==> config.mk <==
export PLATFORM = sky130hd
export DESIGN_NAME = alu_protocol_monitor
export DESIGN_NICKNAME = d
export VERILOG_FILES = /design/src/rtl/alu_mon_pkg.sv /design/src/rtl/alu_mon_pair_fsm.sv /design/src/rtl/alu_protocol_monitor.sv
export SDC_FILE = /design/constraint.sdc
export NUM_CORES = 1
export LEC_CHECK = 0
export CAP_MARGIN = 10
export CORE_MARGIN = 3
export CORE_UTILIZATION = 52
export DETAILED_ROUTE_END_ITERATION = 16
export PLACE_DENSITY = 0.86
export SYNTH_ARGS = -nofsm -noshare
export SYNTH_HDL_FRONTEND = slang
export SYNTH_HIERARCHICAL = 1
export SYNTH_SLANG_ARGS = --single-unit
==> constraint.sdc <==
create_clock -name clk -period 7.1 [get_ports clk]
set_clock_uncertainty 0.2 [all_clocks]
set_input_delay 1.42 -clock clk [delete_from_list [all_inputs] [get_ports clk]]
set_output_delay 1.42 -clock clk [all_outputs]
set_load 0.01 [all_outputs]
==> src/rtl/alu_mon_pkg.sv <==
// rtl/alu_mon_pkg.sv - shared indices, state type and command classification for the ALU monitor
package alu_mon_pkg;

    localparam int VIOL_CE_HOLD = 0;
    localparam int VIOL_TIMEOUT = 1;
    localparam int VIOL_CMD_CHG = 2;
    localparam int VIOL_RST_OUT = 3;

    typedef enum logic {
        ST_IDLE = 1'b0,
        ST_WAIT = 1'b1
    } pair_state_e;

    // Commands whose result depends on both opa and opb; cmd is zero-extended by the caller.
    function automatic logic needs_both(input logic mode, input logic [31:0] cmd);
        if (mode)
            return cmd inside {32'd0, 32'd1, 32'd2, 32'd3, 32'd8, 32'd9, 32'd10};
        else
            return cmd inside {32'd0, 32'd1, 32'd2, 32'd3, 32'd4, 32'd5, 32'd12, 32'd13};
    endfunction

endpackage

==> src/rtl/alu_mon_pair_fsm.sv <==
// rtl/alu_mon_pair_fsm.sv - split-operand pairing tracker with timeout and command-stability check
module alu_mon_pair_fsm
    import alu_mon_pkg::*;
#(
    parameter int CMD_WIDTH   = 4,
    parameter int WAIT_CYCLES = 16
) (
    input  logic                 clk,
    input  logic                 rst,
    input  logic                 ce,
    input  logic                 mode,
    input  logic [CMD_WIDTH-1:0] cmd,
    input  logic [1:0]           inp_valid,
    output logic [1:0]           pair_viol,
    output logic                 pair_busy
);

    localparam logic [7:0] TIMER_LAST = 8'(WAIT_CYCLES - 1);

    pair_state_e          state, state_next;
    logic [CMD_WIDTH-1:0] cap_cmd, cap_cmd_next;
    logic                 cap_mode, cap_mode_next;
    logic [1:0]           got, got_next;
    logic [7:0]           timer, timer_next;

    always_ff @(posedge clk) begin
        if (!rst) begin
            state    <= ST_IDLE;
            cap_cmd  <= '0;
            cap_mode <= 1'b0;
            got      <= 2'b00;
            timer    <= 8'd0;
        end else begin
            state    <= state_next;
            cap_cmd  <= cap_cmd_next;
            cap_mode <= cap_mode_next;
            got      <= got_next;
            timer    <= timer_next;
        end
    end

    // pair_viol[0] = timeout, pair_viol[1] = command changed while pending
    always_comb begin
        state_next    = state;
        cap_cmd_next  = cap_cmd;
        cap_mode_next = cap_mode;
        got_next      = got;
        timer_next    = timer;
        pair_viol     = 2'b00;
        case (state)
            ST_IDLE: begin
                if (ce && needs_both(mode, 32'(cmd)) &&
                    (inp_valid == 2'b01 || inp_valid == 2'b10)) begin
                    state_next    = ST_WAIT;
                    cap_cmd_next  = cmd;
                    cap_mode_next = mode;
                    got_next      = inp_valid;
                    timer_next    = 8'd0;
                end
            end
            ST_WAIT: begin
                if (ce) begin
                    timer_next = timer + 8'd1;
                    if (cmd != cap_cmd || mode != cap_mode) begin
                        pair_viol[1] = 1'b1;
                        state_next   = ST_IDLE;
                    end else if ((inp_valid | got) == 2'b11) begin
                        state_next = ST_IDLE;
                    end else if (timer == TIMER_LAST) begin
                        pair_viol[0] = 1'b1;
                        state_next   = ST_IDLE;
                    end else begin
                        got_next = got | inp_valid;
                    end
                end
            end
            default: state_next = ST_IDLE;
        endcase
    end

    assign pair_busy = (state == ST_WAIT);

endmodule

==> src/rtl/alu_protocol_monitor.sv <==
// rtl/alu_protocol_monitor.sv - passive ALU bus checker with sticky, counted and first-captured violations
module alu_protocol_monitor
    import alu_mon_pkg::*;
#(
    parameter int DATA_WIDTH   = 8,
    parameter int CMD_WIDTH    = 4,
    parameter int RESULT_WIDTH = 2 * DATA_WIDTH,
    parameter int WAIT_CYCLES  = 16,
    parameter int CNT_WIDTH    = 8
) (
    input  logic                    clk,
    input  logic                    rst,
    input  logic                    clr,
    input  logic                    ce,
    input  logic                    mode,
    input  logic [CMD_WIDTH-1:0]    cmd,
    input  logic [1:0]              inp_valid,
    input  logic [DATA_WIDTH-1:0]   opa,
    input  logic [DATA_WIDTH-1:0]   opb,
    input  logic [RESULT_WIDTH-1:0] res,
    input  logic                    cout,
    input  logic                    oflow,
    input  logic                    g,
    input  logic                    l,
    input  logic                    e,
    input  logic                    err,
    output logic [3:0]              viol,
    output logic [3:0]              viol_sticky,
    output logic [CNT_WIDTH-1:0]    viol_count,
    output logic [1:0]              first_viol_code,
    output logic                    first_viol_valid,
    output logic                    pair_busy
);

    localparam int O_W   = RESULT_WIDTH + 6;
    localparam int SUM_W = CNT_WIDTH + 3;
    localparam logic [SUM_W-1:0] CNT_MAX = SUM_W'({CNT_WIDTH{1'b1}});

    logic [O_W-1:0]   o_cur, o_d;
    logic             ce_d, rst_d;
    logic [1:0]       pair_viol;
    logic [3:0]       viol_next;
    logic [2:0]       viol_pop;
    logic [SUM_W-1:0] count_sum;
    logic [1:0]       first_code_next;

    // Operands are observed on the bus but no rule depends on their values.
    logic unused_operands;
    assign unused_operands = ^{opa, opb};

    assign o_cur = {res, cout, oflow, g, l, e, err};

    alu_mon_pair_fsm #(
        .CMD_WIDTH   (CMD_WIDTH),
        .WAIT_CYCLES (WAIT_CYCLES)
    ) u_pair_fsm (
        .clk       (clk),
        .rst       (rst),
        .ce        (ce),
        .mode      (mode),
        .cmd       (cmd),
        .inp_valid (inp_valid),
        .pair_viol (pair_viol),
        .pair_busy (pair_busy)
    );

    // The hold check is skipped right after reset: o_d holds no real DUT output yet.
    always_comb begin
        viol_next               = 4'b0000;
        viol_next[VIOL_CE_HOLD] = !rst_d && !ce_d && (o_cur != o_d);
        viol_next[VIOL_TIMEOUT] = pair_viol[0];
        viol_next[VIOL_CMD_CHG] = pair_viol[1];
        viol_next[VIOL_RST_OUT] = rst_d && (|o_cur);
    end

    assign viol_pop  = {2'b00, viol_next[0]} + {2'b00, viol_next[1]} +
                       {2'b00, viol_next[2]} + {2'b00, viol_next[3]};
    assign count_sum = SUM_W'(viol_count) + SUM_W'(viol_pop);

    always_comb begin
        first_code_next = 2'd0;
        for (int i = 3; i >= 0; i--) begin
            if (viol_next[i]) first_code_next = 2'(i);
        end
    end

    always_ff @(posedge clk) begin
        if (!rst) begin
            rst_d            <= 1'b1;
            o_d              <= '0;
            ce_d             <= 1'b0;
            viol             <= 4'b0000;
            viol_sticky      <= 4'b0000;
            viol_count       <= '0;
            first_viol_code  <= 2'd0;
            first_viol_valid <= 1'b0;
        end else begin
            rst_d <= 1'b0;
            o_d   <= o_cur;
            ce_d  <= ce;
            viol  <= viol_next;
            if (clr) begin
                viol_sticky      <= 4'b0000;
                viol_count       <= '0;
                first_viol_code  <= 2'd0;
                first_viol_valid <= 1'b0;
            end else begin
                viol_sticky <= viol_sticky | viol_next;
                viol_count  <= (count_sum > CNT_MAX) ? {CNT_WIDTH{1'b1}}
                                                     : count_sum[CNT_WIDTH-1:0];
                if (!first_viol_valid && (|viol_next)) begin
                    first_viol_code  <= first_code_next;
                    first_viol_valid <= 1'b1;
                end
            end
        end
    end

endmodule
==> key figures <==
Placed design
  • DP HPWL: 3760 um
  • Post-Place Cells: 382
  • Pre-CTS setup slack: 1.98 ns
  • IO buf count: 52
  • GP Congestion: 0.763

Floorplan
  • Starting density of the core: a little over half
  • Die Ht: 76.6 um
  • I/O Pins: 69
  • Die ar.: 5870 sq um
  • Num rows: 25
  • Die Wd: 76.6 um
  • Core Area: 4790 sq um

Drt
  • DR iter-0 viols: between 100 and 150
  • Final wirelength: between 5000 and 6000 um
  • Drc violations: 0
  • Drt pass-1 iters: 4
  • DR WL/cell: 13.7 um
  • DR vias/cell: between 5 and 6
  • Routed Antenna Nets: 0
  • Via count: between 2,000 and 2,500

Setup path
  • Req. time, crit path: 7.15 ns
  • Critical path class: in2reg
  • Startpoint Class: input port
  • Worst path arrival time: 4.82 ns
  • Worst-path maximum fanout: 6
  • Worst Setup End Kind: flip-flop

Timing
  • Sum Neg Setup Slack: 0 ns
  • Final min period: 4.77 ns
  • Final hold vios: 0
  • Max_slew headroom: 38.5%
  • RSZ-0062 raised after global routing: false
  • Final setup violation count: 0
  • Setup WS post-layout: 2.33 ns
  • Fmax achieved: 210 MHz
  • Worst slew pin tran: 0.922 ns
  • Max Slew Vio Count: 0
  • Final Cycle Share: roughly 67%

Global route
  • Vias in the first global route: 2,103
  • Overflow after GRT: 0
  • First-pass GRT wire length: 9440 um
  • Global-route usage over all layers: 20.0%
  • Initial antenna violation count: 0
  • Largest net degree at the start of global routing: 44

Synth
  • Most used flip-flop cell after synthesis: dfxtp_1
  • Ys Warns: 6
  • Synth unique cells: 48
  • Synth Cell Area: between 2000 and 3000 sq um
  • Synthesis-stage register bit count: 59
  • Synth Net Count: 322
  • Register area share after synthesis: 45.5%
  • Gate Count Post-Synth: 268
  • Synth top area share: roughly 46%
  • Yosys top cell by area: dfxtp_1
  • Asr flop ratio synth: 0%
  • Synth cell count leaders: dfxtp_1, and2_1, nor2_1
  • Mean Syn Cell Area: 9.68 sq um
  • Top cells by area, synth: dfxtp_1, xor2_1, and2_1, xnor2_1, nor2_1
  • EDFF count, synth: 0
  • Top-count cell post-synth: dfxtp_1

CTS
  • Maximum clock path buffer count: 2
  • Clk_lat worst skew: 0.32 ns
  • Clock root buffer master: clkbuf_8
  • Cts hold-fix bufs: 0
  • Num CTS Buffers: 9
  • CTS clock-pin slew for the worst setup and hold paths: 0.06 ns
  • # clock sinks: 59
  • Post-CTS setup buffer count: 0
  • Post-CTS sizing: 0
  • H-tree levels: 3
  • CTS tree: yes

Final layout
  • Final Core Density: between 70% and 80%
  • Synth-to-Final Area Change: 31.0%
  • Share of cells above drive strength 1: 8.46%
  • Cell Count, Final, Fillers Out: slightly below 400
  • Layout Nets: between 300 and 400
  • Antenna Cells: 0

Power
  • Pwr dens: 229 nW/um^2
  • P_leak: 0.00128 uW
  • Max IR drop VDD: 0.000160 V

Flow run
  • Number of max-cap violations: 0

Worst hold path
  • HP Class: reg2reg

Outcome
  • Status: finished clean
final timing paths:
| kind | slack (ns) | cells after the start | end | from |
|---|---|---|---|---|
| setup reg to reg | 3.42 | 11 | viol_count[2] | u_pair_fsm/timer[4] |
| hold / removal | 0.25 | 2 | viol_sticky[0] | viol_sticky[0] |
| hold reg to reg | 0.25 | 2 | viol_sticky[0] | viol_sticky[0] |
| setup / recovery | 2.33 | 13 | viol_count[1] | res[11] |
power by group:
group / internal (uW) / total (uW) / switching (uW)
clock: 216 / 340 / 124
sequential: 344 / 352 / 7.93
combinational: 45.8 / 85.8 / 40.0
total: 606 / 778 / 172
flip-flops by register name, indices dropped and copies added (netlist names), 2 cells and up:
signal	count
first_viol_code	2
o_d	22
u_pair_fsm/cap_cmd	4
u_pair_fsm/got	2
u_pair_fsm/timer	8
viol	4
viol_count	8
viol_sticky	4
metrics by stage:
stage	hold WS [ns]	instance area [sq um]	power (uW)
after CTS	0.256	3400	786
after floorplan	0.248	2590	404
final	0.251	3400	778
after global routing	0.282	3400	810
after detailed placement	0.248	3170	445
after global placement	0.239	3170	442
cell families after synthesis:
family,synth area share (%)
DFF,45.5
AOI/OAI and AO/OA,11.3
muxes,1.93
buffers and inverters,3.09
adders and majority gates,3.28
and+or+nand+nor,22.8
xor gates and xnor gates,12.1
layer usage:
layer	global-route usage [%]	part of all wire (%)	up-vias
met4	6.34	1.1	0
met1	24.5	46	964
met2	32.0	47	58
li1	-	-	1041
met5	0	0	-
met3	8.51	5.9	8
cell type report:
| cell class | count | area [sq um] |
|---|---|---|
| clock buffer | 12 | 155 |
| clock inverter | 4 | 72.6 |
| fill | 375 | 1390 |
| inverter | 10 | 37.5 |
| multi-input combinational | 192 | 1330 |
| sequential | 59 | 1180 |
| tap | 67 | 83.8 |
| timing repair buffer | 54 | 536 |
cells in the final DEF (no fill, tap or decap), drive strengths merged, types with 3 or more instances in the layout:
| cell type | synthesis | final |
|---|---|---|
| clkdlybuf4s50 | 0 | 52 |
| xor2 | 23 | 23 |
| nand3 | 6 | 6 |
| o21a | 4 | 4 |
| fa | 3 | 3 |
| a31oi | 3 | 3 |
| o21ai | 9 | 9 |
| xnor2 | 12 | 12 |
| nor3 | 3 | 3 |
| mux2i | 5 | 5 |
| nand4 | 6 | 6 |
| inv | 10 | 10 |
| clkbuf | 5 | 12 |
| a21oi | 13 | 13 |
| and2 | 26 | 26 |
| nor4 | 11 | 11 |
| nor2 | 23 | 23 |
| nand2 | 13 | 13 |
| dfxtp | 59 | 59 |
| nand2b | 3 | 3 |
| nor2b | 5 | 5 |
critical path, cell delays in order:
cell and delay [ns]:
clkdlybuf4s50_1 0.48, xor2_1 0.17, nor4_1 0.36, nand4_1 0.19, o21ai_2 0.30, inv_2 0.08
fa_1 0.48, inv_1 0.04, fa_1 0.35, inv_1 0.11, fa_1 0.31, nand4_1 0.31
a21oi_1 0.22
Note: power is estimated with default switching activity, not from simulation.
